<file path="config.mk">
export PLATFORM = sky130hd
export DESIGN_NAME = ids_input_arbiter
export DESIGN_NICKNAME = d
export VERILOG_FILES = /design/src/rtl/ids_input_arbiter_pkg.sv /design/src/rtl/fallthrough_small_fifo.sv /design/src/rtl/ids_input_arbiter.sv
export SDC_FILE = /design/constraint.sdc
export NUM_CORES = 1
export LEC_CHECK = 0
export BUFFER_PORTS_ARGS = -buffer_cell sky130_fd_sc_hd__buf_4
export CAP_MARGIN = 20
export CORE_MARGIN = 2
export CORE_UTILIZATION = 58
export CTS_CLUSTER_SIZE = 10
export DETAILED_ROUTE_END_ITERATION = 8
export GPL_TIMING_DRIVEN = 1
export PLACE_DENSITY = 0.84
export SLEW_MARGIN = 30
export SYNTH_ARGS = -nofsm -noshare
export SYNTH_HDL_FRONTEND = slang
export SYNTH_SLANG_ARGS = --single-unit
</file>
<file path="constraint.sdc">
create_clock -name clk -period 4.4 [get_ports clk]
set_input_delay 0.66 -clock clk [delete_from_list [all_inputs] [get_ports clk]]
set_output_delay 0.66 -clock clk [all_outputs]
set_load 0.01 [all_outputs]
</file>
<file path="src/rtl/ids_input_arbiter_pkg.sv">
// Shared ids definitions: arbiter state encodings, counter width and round-robin helper.
package ids_input_arbiter_pkg;

  localparam int unsigned NUM_PORTS = 2;
  localparam int unsigned CNT_WIDTH = 32;

  typedef enum logic {
    ST_IDLE = 1'b0,
    ST_FWD  = 1'b1
  } arb_state_t;

  typedef enum logic {
    SUB_HDR  = 1'b0,
    SUB_BODY = 1'b1
  } pkt_sub_t;

  // The port that did not win last time is preferred; otherwise take whichever has data.
  function automatic logic rr_pick(input logic last_grant, input logic ne0, input logic ne1);
    logic pick;
    if (last_grant) pick = ne0 ? 1'b0 : 1'b1;
    else            pick = ne1 ? 1'b1 : 1'b0;
    return pick;
  endfunction

endpackage

</file>
<file path="src/rtl/fallthrough_small_fifo.sv">
// Small first-word-fallthrough FIFO: head word is visible on dout whenever not empty.
module fallthrough_small_fifo #(
  parameter int unsigned WIDTH          = 72,
  parameter int unsigned MAX_DEPTH_BITS = 2
) (
  input  logic             clk,
  input  logic             reset,
  input  logic [WIDTH-1:0] din,
  input  logic             wr_en,
  input  logic             rd_en,
  output logic [WIDTH-1:0] dout,
  output logic             full,
  output logic             nearly_full,
  output logic             empty
);

  localparam int unsigned AW    = MAX_DEPTH_BITS;
  localparam int unsigned CW    = MAX_DEPTH_BITS + 1;
  localparam int unsigned DEPTH = 1 << MAX_DEPTH_BITS;

  logic [WIDTH-1:0] mem [DEPTH];
  logic [AW-1:0]    wr_ptr;
  logic [AW-1:0]    rd_ptr;
  logic [CW-1:0]    depth;
  logic             do_wr;
  logic             do_rd;

  assign do_wr = wr_en && !full;
  assign do_rd = rd_en && !empty;

  // Pointer and occupancy tracking
  always_ff @(posedge clk) begin
    if (reset) begin
      wr_ptr <= '0;
      rd_ptr <= '0;
      depth  <= '0;
    end else begin
      if (do_wr) wr_ptr <= wr_ptr + AW'(1);
      if (do_rd) rd_ptr <= rd_ptr + AW'(1);
      case ({do_wr, do_rd})
        2'b10:   depth <= depth + CW'(1);
        2'b01:   depth <= depth - CW'(1);
        default: depth <= depth;
      endcase
    end
  end

  always_ff @(posedge clk) begin
    if (do_wr) mem[wr_ptr] <= din;
  end

  assign dout        = mem[rd_ptr];
  assign empty       = (depth == '0);
  assign full        = (depth == CW'(DEPTH));
  assign nearly_full = (depth >= CW'(DEPTH - 1));

endmodule

</file>
<file path="src/rtl/ids_input_arbiter.sv">
// Two-port packet-level round-robin arbiter merging upstream streams toward the ids block.
module ids_input_arbiter
  import ids_input_arbiter_pkg::*;
#(
  parameter int unsigned DATA_WIDTH      = 64,
  parameter int unsigned CTRL_WIDTH      = DATA_WIDTH / 8,
  parameter int unsigned FIFO_DEPTH_BITS = 2
) (
  input  logic                  clk,
  input  logic                  reset,

  input  logic [DATA_WIDTH-1:0] in0_data,
  input  logic [CTRL_WIDTH-1:0] in0_ctrl,
  input  logic                  in0_wr,
  output logic                  in0_rdy,

  input  logic [DATA_WIDTH-1:0] in1_data,
  input  logic [CTRL_WIDTH-1:0] in1_ctrl,
  input  logic                  in1_wr,
  output logic                  in1_rdy,

  output logic [DATA_WIDTH-1:0] out_data,
  output logic [CTRL_WIDTH-1:0] out_ctrl,
  output logic                  out_wr,
  input  logic                  out_rdy,

  input  logic                  arb_enable,
  output logic [CNT_WIDTH-1:0]  pkt_cnt0,
  output logic [CNT_WIDTH-1:0]  pkt_cnt1,
  output logic                  busy
);

  localparam int unsigned FIFO_WIDTH = CTRL_WIDTH + DATA_WIDTH;

  logic [FIFO_WIDTH-1:0] fifo_dout0;
  logic [FIFO_WIDTH-1:0] fifo_dout1;
  logic                  empty0;
  logic                  empty1;
  logic                  nearly_full0;
  logic                  nearly_full1;
  logic                  full0;
  logic                  full1;
  logic                  rd_en0;
  logic                  rd_en1;

  arb_state_t            state;
  pkt_sub_t              sub;
  logic                  grant;
  logic                  last_grant;

  logic [FIFO_WIDTH-1:0] head;
  logic [CTRL_WIDTH-1:0] head_ctrl;
  logic [DATA_WIDTH-1:0] head_data;
  logic                  head_empty;
  logic                  pop;
  logic                  head_is_last;

  fallthrough_small_fifo #(
    .WIDTH          (FIFO_WIDTH),
    .MAX_DEPTH_BITS (FIFO_DEPTH_BITS)
  ) u_fifo0 (
    .clk         (clk),
    .reset       (reset),
    .din         ({in0_ctrl, in0_data}),
    .wr_en       (in0_wr),
    .rd_en       (rd_en0),
    .dout        (fifo_dout0),
    .full        (full0),
    .nearly_full (nearly_full0),
    .empty       (empty0)
  );

  fallthrough_small_fifo #(
    .WIDTH          (FIFO_WIDTH),
    .MAX_DEPTH_BITS (FIFO_DEPTH_BITS)
  ) u_fifo1 (
    .clk         (clk),
    .reset       (reset),
    .din         ({in1_ctrl, in1_data}),
    .wr_en       (in1_wr),
    .rd_en       (rd_en1),
    .dout        (fifo_dout1),
    .full        (full1),
    .nearly_full (nearly_full1),
    .empty       (empty1)
  );

  // Full implies nearly_full; folding it in keeps ready conservative.
  assign in0_rdy = !(nearly_full0 || full0);
  assign in1_rdy = !(nearly_full1 || full1);

  // Head of the granted FIFO and the pop decision
  assign head         = grant ? fifo_dout1 : fifo_dout0;
  assign head_empty   = grant ? empty1 : empty0;
  assign head_ctrl    = head[FIFO_WIDTH-1 -: CTRL_WIDTH];
  assign head_data    = head[DATA_WIDTH-1:0];
  assign pop          = (state == ST_FWD) && out_rdy && !head_empty;
  assign head_is_last = (sub == SUB_BODY) && (head_ctrl != '0);
  assign rd_en0       = pop && !grant;
  assign rd_en1       = pop && grant;

  // Arbitration FSM with registered output stage
  always_ff @(posedge clk) begin
    if (reset) begin
      state      <= ST_IDLE;
      sub        <= SUB_HDR;
      grant      <= 1'b0;
      last_grant <= 1'b1;
      out_wr     <= 1'b0;
      out_data   <= '0;
      out_ctrl   <= '0;
      busy       <= 1'b0;
      pkt_cnt0   <= '0;
      pkt_cnt1   <= '0;
    end else begin
      out_wr <= pop;
      if (pop) begin
        out_data <= head_data;
        out_ctrl <= head_ctrl;
      end
      case (state)
        ST_IDLE: begin
          if (arb_enable && (!empty0 || !empty1)) begin
            grant <= rr_pick(last_grant, !empty0, !empty1);
            sub   <= SUB_HDR;
            state <= ST_FWD;
            busy  <= 1'b1;
          end
        end
        ST_FWD: begin
          if (pop) begin
            if (head_is_last) begin
              state      <= ST_IDLE;
              busy       <= 1'b0;
              last_grant <= grant;
              if (grant) pkt_cnt1 <= pkt_cnt1 + CNT_WIDTH'(1);
              else       pkt_cnt0 <= pkt_cnt0 + CNT_WIDTH'(1);
            end else if (head_ctrl == '0) begin
              sub <= SUB_BODY;
            end
          end
        end
      endcase
    end
  end

  // Upstream must honour inN_rdy; writing into a full FIFO would drop a word.
  a_in0_no_overflow: assert property (@(posedge clk) disable iff (reset) !(in0_wr && full0));
  a_in1_no_overflow: assert property (@(posedge clk) disable iff (reset) !(in1_wr && full1));

endmodule

</file>
### Yosys cells after proc, flatten, opt, wreduce, memory -nomap -nowiden

Memories as Yosys holds them, arrays and structs flattened. A register that Yosys moved wholly into a read port is not among the register bits.
Index checks and enable logic that the tools add are counted.

| word-level totals | value |
|---|---|
| input bits | 150 |
| memories kept | 2 |
| memory bits (writable) | 576 |
| bits in registers | 156 |
| logic and storage cells | 104 |

| cells by class | value |
|---|---|
| bitwise operators | 2 |
| eq/ne operators | 11 |
| mux-type cells | 28 |
| reductions and logical operators | 33 |
| order comparisons | 2 |
| $add $sub $neg | 10 |

Memory list:

| name | words | bits a word | rd ports | clocked after memory_dff | write ports | line | RTL |
|---|---|---|---|---|---|---|---|
| u_fifo0.mem | 4 | 72 | 1 | 1 | 1 | fallthrough_small_fifo.sv:21 | `logic [WIDTH-1:0] mem [DEPTH];` |
| u_fifo1.mem | 4 | 72 | 1 | 1 | 1 | fallthrough_small_fifo.sv:21 |  |

Operators with widths:

| operator | count |
|---|---|
| two-way mux 72 bit | 1 |
| adder 32 x 1 -> 32 bit (second input constant) | 2 |
| two-way mux 1 bit | 18 |
| one-hot mux 3 bit (2 select lines) | 2 |
| AND reduction 4 bit | 3 |
| logical AND 1 bit | 10 |
| adder 2 x 1 -> 2 bit (second input constant) | 4 |
| logical NOT 1 bit | 8 |
| logical NOT 8 bit | 1 |
| two-way mux 2 bit | 4 |
| nonzero test 8 bit | 1 |
| adder 3 x 1 -> 3 bit (second input constant) | 2 |
| equality test 3 bit (second input constant) | 2 |
| >= comparator 3 x 2 -> 1 bit (second input constant) | 2 |
| logical NOT 3 bit | 2 |
| != test 2 x 1 -> 1 bit (second input constant) | 3 |
| one-hot mux 1 bit (2 select lines) | 3 |
| AND reduction 3 bit | 2 |
| subtractor 3 x 1 -> 3 bit (second input constant) | 2 |
| equality test 2 x 1 -> 1 bit (second input constant) | 2 |
| equality test 2 bit (second input constant) | 2 |
| != test 2 bit (second input constant) | 2 |
| nonzero test 2 bit | 2 |
| logical OR 1 bit | 3 |
| 2 further kinds | 3 |

### Longest topological paths before layout

| logic depth | value |
|---|---|
| depth in word-level cells | 8 |
| depth in mapped cells | 11 |
| gate-level depth less buffers | 9 |

### Cells and area by module

A second synthesis with hierarchy kept.

| unflattened totals | value |
|---|---|
| cell total of the unflattened synthesis | 1,573 |
| area, all modules | 28,338.4 µm² |

Modules (own cells, without submodules):

| module | sequential area each (µm²) | cells each | area each (µm²) | times used |
|---|---|---|---|---|
| fallthrough_small_fifo | 8,828.5 | 431 | 10,960.5 | 2 |
| ids_input_arbiter | 2,842.7 | 711 | 6,417.4 | 1 |

### Least setup slack after synthesis

OpenSTA, ideal clock, no wires.

| timing path | value |
|---|---|
| path kind | input port to flip-flop |
| from | in in0_wr |
| to | mem u_fifo0.mem[0][0], enable pin |
| data required time | 3.962 ns |
| setup time | 0.438 ns |
| arrival | 2.813 ns |
| path buffers | 0 |
| cell stages on the path | 3 |
| slack | 1.149 ns |
| path through | inv_1 a31oi_1 and2_1 |

| between the ends | value |
|---|---|
| word-level cells in the longest chain between the ends | 3 |

Ends and longest elaborated chain:

| element | line | RTL |
|---|---|---|
| start: declaration | ids_input_arbiter.sv:14 | `input logic in0_wr,` |
| logical AND 1 bit | fallthrough_small_fifo.sv:28 | `assign do_wr = wr_en && !full;` |
| two-way mux 1 bit | fallthrough_small_fifo.sv:49 | `if (do_wr) mem[wr_ptr] <= din;` |
| two-way mux 1 bit (implied by the code) | fallthrough_small_fifo.sv:49 |  |
| end: declaration | fallthrough_small_fifo.sv:21 |  |

Every way passes these cells.

==> results by group <==
Drt
  • Drt via density: 6.24
  • Post-route ant nets: 0
  • Vias: 16600
  • First-pass DRT Iterations: 5
  • Routed Wire Length: 66400 um
  • DRC: 0
  • Initial DRC Count: 1813
  • Post-detailed-route wirelength per cell: 25.0 um

Logic synthesis
  • Synthesized cell area: 0.0280 mm2
  • Post-synth top area cell: edfxtp_1
  • Cells after synthesis: 1664
  • Yosys cell types: 50
  • Post-synth EDFFs: 576
  • Syn avg cell area: 16.8 um2
  • Syn nets: 1828
  • Asr flop ratio synth: 0
  • Top_reg_cell synth: edfxtp_1
  • Post-synth top cells: 576 x edfxtp_1, 160 x dfxtp_1, 150 x nand2_1, 136 x mux4_2, 120 x nor2_1
  • Register bit count reported by yosys: 736
  • Share of the synthesized area in the top cell type: 0.618
  • Yosys warnings: 0
  • Count leader, synth: edfxtp_1
  • Largest cells by area after synthesis: edfxtp_1 62%, dfxtp_1 11%, mux4_2 11%
  • Sequential-to-total area share from yosys stat: 0.733

Layout
  • Finished Cell Area: 0.0333 mm2
  • Proportion of layout cells with a drive suffix above 1: 0.283
  • Synthesis-to-layout area growth: 19.2%
  • Final nets: 2138

Die
  • Number of cell rows: 80
  • Num ports: 290
  • Die X: 224 um
  • Die Y-Extent: 224 um
  • Core ar.: 0.0476 mm2
  • Initial Util: 0.587
  • Die area: 0.0500 mm2

Power
  • Combinational fraction of design power: 0.077
  • Int Pwr: 0.0120 W
  • Worst VDD drop: 0.423 mV
  • Power per cell area: 466 mW/mm2
  • Clk pwr share: 0.407
  • Switching portion of total power: 0.226
  • Leak: 11.1 nW
  • Switch Pwr: 0.00352 W
  • Seq pwr share: 0.516

Timing
  • RSZ-0062 raised after global routing: false
  • WHS: 229 ps
  • Final Hold Vio Count: 0
  • Fin Setup TNS: 0 ps
  • Part of the cycle the worst path needs: 0.735
  • Final Slew Violations: 0
  • Worst slew pin tran: 967 ps
  • Worst Skew: 18.0 ps
  • Post-route minimum period: 3230 ps
  • Final setup vio count: 0
  • Max transition margin: 0.355
  • FMAX: 0.309 GHz

Clock network
  • Setup Fix Bufs, Post-CTS: 0
  • Clk root buf: clkbuf_16
  • Deepest clock path buffer count: 3
  • CTS Buf Count: 84
  • Worst skew pair latency: 630 ps
  • Clock sinks: 736
  • Clock-pin slew on the worst setup and hold paths: 60 ps
  • Post_cts resized: 0
  • CTS tree: yes
  • Hold buffers post-CTS: 0
  • H-tree depth: 3

Setup path
  • Startpoint Class: flop
  • R2R setup slack: 1170 ps
  • CP most frequent cell: a21oi_1
  • Worst path required time: 4850 ps
  • Reg2reg end: pkt_cnt0[25]
  • Max FO, Critical Path: 47
  • Slowest library cell on the worst path: dfxtp_4
  • Worst path max stage delay: 860 ps
  • Critical Path AT: 3690 ps
  • Worst path cell trace: mux4_2, a21oi_1, nand4_1, o21ai_2, or4_1, a21oi_1
  • R2R depth: 6
  • Crit Path Category: flop to flop
  • Setup crit end kind: flop

Placed design
  • Dpl hpwl: 39000 um
  • Cell Area, Placed: 0.0308 mm2
  • Final GP Congestion: 0.839
  • IO Port Bufs: 289

Global routing
  • Vias in the first global route: 16700
  • Grt total ovfl: 0
  • First-pass GRT wire length: 99700 um
  • Gr usage total: 0.267
  • Initial antenna violation count: 10
  • Largest net degree at the start of global routing: 145

Run status
  • Status: completed

Min path
  • Min-Delay Path Depth: 1
  • Endpoint, Worst Hold: u_fifo1.mem[0][31]
  • Hold/Removal Path Class: primary input to flop
  • Worst Hold Launch: in1_data[31]

Job
  • Max cap viols: 0
cell families after synthesis:
logic type,after synthesis,share of synthesized area
AOI/OAI and AO/OA,220,0.0532
xor gates and xnor gates,25,0.00783
adders and majority gates,14,0.00680
buffers and inverters,126,0.0189
DFF,736,0.733
muxes,156,0.117
and+or+nand+nor,387,0.0636
routing by layer:
| layer | wire length, um | GRT usage | vias to the layer above | share of wire |
|---|---|---|---|---|
| met5 | 52 | 0 | - | 0.00078 |
| met4 | 2360 | 0.111 | 8 | 0.036 |
| met3 | 6180 | 0.0593 | 156 | 0.093 |
| met2 | 32600 | 0.429 | 892 | 0.49 |
| met1 | 25200 | 0.360 | 8375 | 0.38 |
| li1 | - | - | 7168 | - |
area by class of cell:
cell class	instances	area (um2)
inverter	33	124
antenna	8	20.0
tap	615	769
clock buffer	144	2380
fill	2872	14300
clock inverter	6	114
multi-input combinational	802	6960
timing repair buffer	317	2440
sequential	736	20500
power groups by stage:
stage               clock [W]  sequential [W]  combinational (W)
finish                0.00633         0.00802            0.00120
global route          0.00666         0.00804            0.00130
CTS                   0.00640         0.00801            0.00121
detailed placement          0         0.00815            0.00118
global placement            0         0.00812            0.00114
floorplan                   0         0.00813           0.000647
sequential cells by signal (all words and copies together), names as in the netlist, named ones only:
register / count
out_wr: 1
u_fifo0.rd_ptr: 2
u_fifo1.depth: 3
u_fifo1.wr_ptr: 2
u_fifo1.rd_ptr: 2
u_fifo0.wr_ptr: 2
u_fifo0.depth: 3
sub: 1
u_fifo0.mem: 288
pkt_cnt0: 32
busy: 1
u_fifo1.mem: 288
pkt_cnt1: 32
grant: 1
state: 1
out_ctrl: 8
last_grant: 1
out_data: 64
per-stage QoR:
step / setup slack [ps] / total power (W) / utilization / cells
after floorplan: 1150 / 0.00878 / - / 1664
after global placement: 1120 / 0.00926 / 0.647 / 2502
after detailed placement: 1020 / 0.00933 / 0.647 / 2502
after CTS: 1010 / 0.0156 / 0.699 / 2652
after global routing: 984 / 0.0160 / 0.700 / 2660
final: 1170 / 0.0155 / 0.700 / 2661
cell usage in the layout, fill, tap and decap left out, types with 19 or more instances in the layout:
cell	n
nand3_1	19
clkbuf_1	57
nand2_1	150
o21ai_0	27
buf_4	310
edfxtp_1	576
a21oi_1	66
mux2i_1	20
nor2_1	120
dfxtp_1	155
mux4_2	136
clkbuf_16	86
or3_1	34
inv_1	31
a311oi_1	64
worst max path at each step:
| stage | start | endpoint | slack (ps) | cells past startpoint |
|---|---|---|---|---|
| floorplan | in0_wr | u_fifo0.mem[0][0] | 1150 | 3 |
| global placement | flop | pkt_cnt1[31] | 1120 | 6 |
| detailed placement | flop | pkt_cnt1[21] | 1020 | 6 |
| CTS | flop | pkt_cnt1[27] | 1010 | 6 |
| global route | flop | pkt_cnt0[27] | 980 | 6 |
| finish | flop | pkt_cnt0[25] | 1170 | 6 |
worst max-delay path, delay by kind of cell, from the launching register on:
family           cells  cell delay (ps)
AO/OA/AOI/OAI        3             1130
flip-flops           1              860
multiplexers         1              400
AND/OR/NAND/NOR      2              640
Power figures use the tool's default switching activity.
